File: src/rtl/cla64_share_arb.sv
// Round-robin front end sharing one 64-bit KPG parallel-prefix adder among NREQ requesters.
// Operands are registered ahead of the adder (S1) and results behind it (S2), fully back-pressured.
module cla64_share_arb #(
  parameter int NREQ = 2,
  parameter int IDW  = 2
) (
  input  logic                 clk,
  input  logic                 rst,
  input  logic [NREQ-1:0]      req_valid,
  output logic [NREQ-1:0]      req_ready,
  input  logic [NREQ*64-1:0]   req_a,
  input  logic [NREQ*64-1:0]   req_b,
  input  logic [NREQ-1:0]      req_cin,
  output logic                 rsp_valid,
  input  logic                 rsp_ready,
  output logic [63:0]          rsp_sum,
  output logic                 rsp_cout,
  output logic [IDW-1:0]       rsp_id
);

  typedef enum logic [1:0] {
    KPG_K = 2'b00,
    KPG_P = 2'b01,
    KPG_G = 2'b10
  } kpg_e;

  typedef struct packed {
    logic [63:0]    a;
    logic [63:0]    b;
    logic           cin;
    logic [IDW-1:0] id;
  } s1_t;

  typedef struct packed {
    logic [63:0]    sum;
    logic           cout;
    logic [IDW-1:0] id;
  } s2_t;

  function automatic kpg_e kpg_cell(input logic a, input logic b);
    if (a & b)      return KPG_G;
    else if (a ^ b) return KPG_P;
    else            return KPG_K;
  endfunction

  // A propagating upper group takes its carry status from the group below it.
  function automatic kpg_e kpg_join(input kpg_e hi, input kpg_e lo);
    return (hi == KPG_P) ? lo : hi;
  endfunction

  // Kogge-Stone prefix over 65 positions: position 0 is carry-in, position i+1 is bit i.
  // After the last level pre[i] is the resolved carry into bit i (always K or G).
  function automatic logic [64:0] kpg_add(input logic [63:0] a, input logic [63:0] b,
                                          input logic cin);
    kpg_e        bit_code [0:64];
    kpg_e        pre      [0:64];
    kpg_e        nxt      [0:64];
    logic [63:0] sum;
    logic        cout;
    bit_code[0] = cin ? KPG_G : KPG_K;
    for (int i = 0; i < 64; i++) bit_code[i+1] = kpg_cell(a[i], b[i]);
    pre = bit_code;
    for (int d = 1; d <= 64; d = d * 2) begin
      for (int j = 0; j <= 64; j++) begin
        if (j >= d) nxt[j] = kpg_join(pre[j], pre[j-d]);
        else        nxt[j] = pre[j];
      end
      pre = nxt;
    end
    for (int i = 0; i < 64; i++) sum[i] = a[i] ^ b[i] ^ (pre[i] == KPG_G);
    cout = (bit_code[64] == KPG_G) | ((bit_code[64] == KPG_P) & (pre[63] == KPG_G));
    return {cout, sum};
  endfunction

  function automatic int rr_index(input logic [IDW-1:0] base, input int step);
    return (int'(base) + step) % NREQ;
  endfunction

  logic [IDW-1:0] last;
  logic [IDW-1:0] grant_id;
  logic [NREQ-1:0] grant;
  logic           grant_any;
  logic           s1_valid, s2_valid;
  logic           s1_free, s2_load, accept;
  s1_t            s1_q, s1_d;
  s2_t            s2_q;
  logic [63:0]    adder_sum;
  logic           adder_cout;

  // Search starts one past the last accepted requester and wraps.
  // NOTE: every variable written in always_comb gets a default first, otherwise a latch is inferred.
  always_comb begin
    grant     = '0;
    grant_id  = '0;
    grant_any = 1'b0;
    for (int k = 1; k <= NREQ; k++) begin
      for (int j = 0; j < NREQ; j++) begin
        if (!grant_any && (j == rr_index(last, k)) && req_valid[j]) begin
          grant_any = 1'b1;
          grant_id  = IDW'(j);
          grant[j]  = 1'b1;
        end
      end
    end
  end

  assign s2_load   = s1_valid & (~s2_valid | rsp_ready);
  assign s1_free   = ~s1_valid | s2_load;
  assign req_ready = grant & {NREQ{s1_free & ~rst}};
  assign accept    = grant_any & s1_free & ~rst;

  always_comb begin
    s1_d    = '0;
    s1_d.id = grant_id;
    for (int j = 0; j < NREQ; j++) begin
      if (grant[j]) begin
        s1_d.a   = req_a[j*64 +: 64];
        s1_d.b   = req_b[j*64 +: 64];
        s1_d.cin = req_cin[j];
      end
    end
  end

  // NOTE: sequential state uses non-blocking assignments so every register samples pre-edge values.
  always_ff @(posedge clk) begin
    if (rst) begin
      s1_valid <= 1'b0;
      s1_q     <= '0;
      last     <= IDW'(NREQ - 1);
    end else if (accept) begin
      s1_valid <= 1'b1;
      s1_q     <= s1_d;
      last     <= grant_id;
    end else if (s2_load) begin
      s1_valid <= 1'b0;
    end
  end

  assign {adder_cout, adder_sum} = kpg_add(s1_q.a, s1_q.b, s1_q.cin);

  always_ff @(posedge clk) begin
    if (rst) begin
      s2_valid <= 1'b0;
      s2_q     <= '0;
    end else if (s2_load) begin
      s2_valid   <= 1'b1;
      s2_q.sum   <= adder_sum;
      s2_q.cout  <= adder_cout;
      s2_q.id    <= s1_q.id;
    end else if (rsp_ready) begin
      s2_valid <= 1'b0;
    end
  end

  assign rsp_valid = s2_valid;
  assign rsp_sum   = s2_q.sum;
  assign rsp_cout  = s2_q.cout;
  assign rsp_id    = s2_q.id;

endmodule

File: config.mk
export PLATFORM = sky130hd
export DESIGN_NAME = cla64_share_arb
export DESIGN_NICKNAME = d
export VERILOG_FILES = /design/src/rtl/cla64_share_arb.sv
export SDC_FILE = /design/constraint.sdc
export NUM_CORES = 1
export LEC_CHECK = 0
export CAP_MARGIN = 20
export CORE_ASPECT_RATIO = 0.6
export CORE_MARGIN = 1.5
export CORE_UTILIZATION = 54
export DETAILED_ROUTE_END_ITERATION = 10
export PLACE_DENSITY = 0.87
export SYNTH_ARGS = -nofsm -noshare
export SYNTH_HDL_FRONTEND = slang
export SYNTH_SLANG_ARGS = --single-unit
File: constraint.sdc
create_clock -name clk -period 9 [get_ports clk]
set_input_delay 0.9 -clock clk [delete_from_list [all_inputs] [get_ports clk]]
set_output_delay 0.9 -clock clk [all_outputs]
set_load 0.03 [all_outputs]
-- After elaboration in Yosys (flattened, before gate mapping)
Index checks and enable logic that the tools add are counted.
- register bits: 201
- input bits: 263
- output and inout bits: 70
- add/subtract/negate cells: 2
- equality and inequality tests: 389
- muxes and demuxes: 466
- bitwise operators: 206
- reductions and logical operators: 14
- operators with widths (cell ; count):
    2-bit two-way mux ; 388
    2-bit by 1-bit == test with 1-bit output (second input constant) ; 322
    129-bit two-way mux ; 2
    2-bit == test (second input constant) ; 65
    1-bit bitwise XOR ; 128
    1-bit two-way mux ; 76
    1-bit AND ; 69
    32-bit logical NOT ; 2
    1-bit logical AND ; 7
    2-bit == test (first input constant) ; 2
    2-bit nonzero test ; 2
    1-bit logical NOT ; 3
    1-bit inverter ; 3
    1-bit bitwise OR ; 3
    1-bit adder (second input constant) ; 2
    1-bit AND (first input constant) ; 2
    2-bit AND ; 1

-- Logic depth before layout (Yosys ltp)
- word-level depth: 20
- mapped depth: 16
- gate-level depth less buffers: 16

-- Worst setup path before layout
Ideal clock, no wire load.
- kind: reg2reg
- from: register s1_q[2] (netlist name)
- to: register s2_q, in the netlist rsp_sum[63]
- arrival: 3.441 ns
- path slack: 5.427 ns
- cell stages (with the launch flop): 17
- buffers on the path: 0
- cell sequence: dfxtp_1 > inv_1 > fa_1 > a21o_1 > o311ai_1 > a22oi_1 > o211ai_1 > a32o_1 > nor2_1 > o21ai_1 > a31oi_1 > nor2_1 > mux2i_1 > o22ai_1 > fa_1 > nand2_1 > a21oi_1
- word-level cells in the longest chain between the ends: 9
- ends and longest elaborated chain (what ; RTL line ; text):
    start: declaration ; 85 ; s1_t s1_q, s1_d;
    start signal: assignment ; 128 ; s1_q <= '0;
    start signal: assignment ; 132 ; s1_q <= s1_d;
    2-bit two-way mux ; 60 ; bit_code[0] = cin ? KPG_G : KPG_K;
    2-bit two-way mux (6 in series) ; 48 ; return (hi == KPG_P) ? lo : hi;
    2-bit == test ; 70 ; for (int i = 0; i < 64; i++) sum[i] = a[i] ^ b[i] ^ (pre[i] == KPG_G);
    1-bit bitwise XOR ; 70 ;
    named net adder_sum[63] ; 87 ; logic [63:0] adder_sum;
    end: declaration ; 86 ; s2_t s2_q;
The timed path passes the listed nets, and every way through them passes these cells.
A chain may end at the register's enable or synchronous reset.

-- Worst setup path after layout
Same ends and word-level chain as after synthesis.

==> flow_summary.yaml <==
synth:
  ys_types: 77
  synth-simple-area-share: 0.269
  synthArstFlopShare: 0
  yosysMostFrequentCell: "nand2_1"
  syn_avg_cell_area_um2: 7.46
  yosysTopAreaCellShare: 0.316
  synthXorXnorAreaFrac: 0.0403
  synth-compound-area-share: 0.218
  yosys_warnings: 0
  synthCells: 1691
  ys_seq_area_frac: 0.316
  synth.net_count: 2019
  ys_top_cells_by_area: "dfxtp_1 32%, nand2_1 11%, ha_1 6.2%"
  synth-adder-area-share: 0.0656
  syn_area_um2: 12600
  ys_ff_latch: 199
  synth_common_cells: "369 x nand2_1, 199 x dfxtp_1, 114 x nor2_1"
  synth.area.mux_share: 0.0421
  yosys.area.top_type: "dfxtp_1"
  ys.flop_type: "dfxtp_1"
  synth_top_family_by_area: "simple AND/OR/NAND/NOR gates"
  synth_edf_count: 0
sta:
  finalHoldViolations: 0
  clock_skew_ps: 11.1
  min_period_over_period: 0.482
  relSlewSlack: 0.276
  slew_viol_final: 0
  holdWs_ps: 453
  fmaxAchievable_ghz: 0.231
  period_minus_slack_ps: 4340
  worstMarginPinSlew_ps: 1090
  setup_tns_ps: 0
  rsz0062_at_grt: "false"
  setup_viol: 0
floorplan:
  core_um2: 23000
  start_util: 0.548
  io_pins: 333
  row_count: 43
  die_area_um2: 24300
  die_x_um: 200
  die_y_um: 121
clocking:
  cts_buffers: 17
  cts_tree: "built"
  cts.path.max_buffers: 2
  post_cts_buffers: 0
  cts.sinks: 199
  cts_root_buf: "clkbuf_16"
  insertion_delay_ps: 450
  cts_hold_buffers: 0
  cts.repair.resized: 0
  cts.clk_slew.worst_paths_ps: 80
  htree_levels: 4
grt:
  groute.usage.overall: 0.358
  grt_pass1_wl_um: 68900
  grt-ovfl-total: 0
  grt_max_degree: 103
  antenna_found_initial: 6
  grt_pass1_vias: 12600
setup_path:
  cp_slowest_cell: "fa_1"
  ff2ff_setup_slack_ps: 4660
  crit_path_cell_trace: "inv_1 > fa_1 > a21o_1 > o311ai_1 > a22oi_1 > o211ai_1 > a32o_1 > nor2_1 > o21ai_1 > a31oi_1 > nor2_1 > mux2i_1 > o22ai_1 > fa_1 > nand2_1 > a21oi_1"
  end_kind: "flip-flop"
  crit_fanout: 4
  crit_type: "reg -> reg"
  cp.required_ps: 9280
  slowest_delay_ps: 460
  crit_family: "compound AO/OA/AOI/OAI gates"
  path_buf_inv: 1
  start_kind: "flip-flop"
  crit_arrival_ps: 4620
routing:
  drt_iter0_drc: 1490
  met2_length_um: 18400
  wl_per_cell_um: 19.8
  wl_um: 44600
  drc: 0
  highest_layer: "met5"
  antenna_left: 0
  routed_via_density: 6.19
  route.layer.met1.wl_um: 20300
  wl_met3_um: 5040
  firstDrtPassIters: 8
  vias: 13900
run:
  cap_violations: 0
placed_design:
  place_inst: 2214
  gp_congestion: 0.969
  placed_area_um2: 15900
  dp_hpwl_um: 33000
  portBuffers: 331
status:
  status: "finished, final reports clean"
cells_and_area:
  final_area_um2: 16500
  finalNonFillerCells: 2249
  nets: 2246
  area_growth_pct: 30.9
  drive_gt1_frac: 0.0404
power:
  switching_share: 0.322
  worst_ir_drop_vdd_mv: 0.139
  p_int_w: 0.00166
  power_density_nw_per_um2: 148
  p_sw_w: 0.000789
  total_power_w: 0.00245
  leakage_nw: 5.98
  power_frac_seq: 0.402
  clkPwrFrac: 0.322
  comb_power_share: 0.276
hold_path:
  hold_path_class: "reg -> reg"
[cell type report]
cell class / instances / area, um^2
multi-input combinational: 1333 / 8070
sequential: 199 / 3980
clock inverter: 12 / 141
clock buffer: 19 / 443
fill: 1879 / 6510
antenna: 4 / 10.0
inverter: 28 / 105
tap: 315 / 394
timing repair buffer: 339 / 3370
[layer usage]
layer | GRT usage | vias to the layer above
met2 | 0.513 | 749
met3 | 0.108 | 65
met1 | 0.517 | 6574
li1 | - | 6536
met5 | 0 | -
met4 | 0.0940 | 6
[placed cells by master, fill, tap and decap left out, types with 31 or more instances in the layout]
| cell type | count |
|---|---|
| a21oi_1 | 113 |
| mux2i_1 | 37 |
| dfxtp_1 | 199 |
| o21ai_0 | 51 |
| a31oi_1 | 98 |
| ha_1 | 63 |
| nand3_1 | 109 |
| clkdlybuf4s50_1 | 330 |
| nand2_1 | 369 |
| nor2_1 | 114 |
| xnor2_1 | 31 |
| a222oi_1 | 44 |
[worst paths after layout]
kind | start | end | depth (start not counted)
max | s1_q[2] | rsp_sum[63] | 16
min | rsp_sum[12] | rsp_sum[12] | 2
max reg2reg | s1_q[2] | rsp_sum[63] | 16
min reg2reg | rsp_sum[12] | rsp_sum[12] | 2
[metrics by stage]
step	utilization	worst slack [ps]
6_report	0.717	4660
5_1_grt	0.717	4350
3_5_place_dp	0.692	4720
2_1_floorplan	-	5430
3_3_place_gp	0.692	4880
4_1_cts	0.717	4690
[cell families (layout without fill, tap and decap cells)]
family                     Yosys count  count (layout)
muxes                               51              51
other                                1               5
AOI/OAI and AO/OA                  416             416
xor gates and xnor gates            58              58
adders and majority gates           65              65
buffers and inverters              159             398
DFF                                199             199
and+or+nand+nor                    742             742
[worst min-delay path: cells and delay by family, from the launching register on]
kind | cells | cell delay [ps]
and+or+nand+nor | 1 | 50
AOI/OAI and AO/OA | 1 | 50
DFF | 1 | 310
[sequential cells by signal, indices dropped and copies added (netlist names)]
signal and flops:
last 1, rsp_cout 1, rsp_id 1, rsp_sum 64, rsp_valid 1, s1_q 130, s1_valid 1
[power groups by stage]
| stage | Sequential [W] | Clock, W | Combinational, W |
|---|---|---|---|
| floorplan | 0.00103 | 0 | 0.000355 |
| global placement | 0.00100 | 0 | 0.000653 |
| detailed placement | 0.00100 | 0 | 0.000661 |
| CTS | 0.000983 | 0.000790 | 0.000665 |
| global route | 0.000989 | 0.000824 | 0.000725 |
| finish | 0.000984 | 0.000789 | 0.000677 |
(Power assumes the default switching activity.)
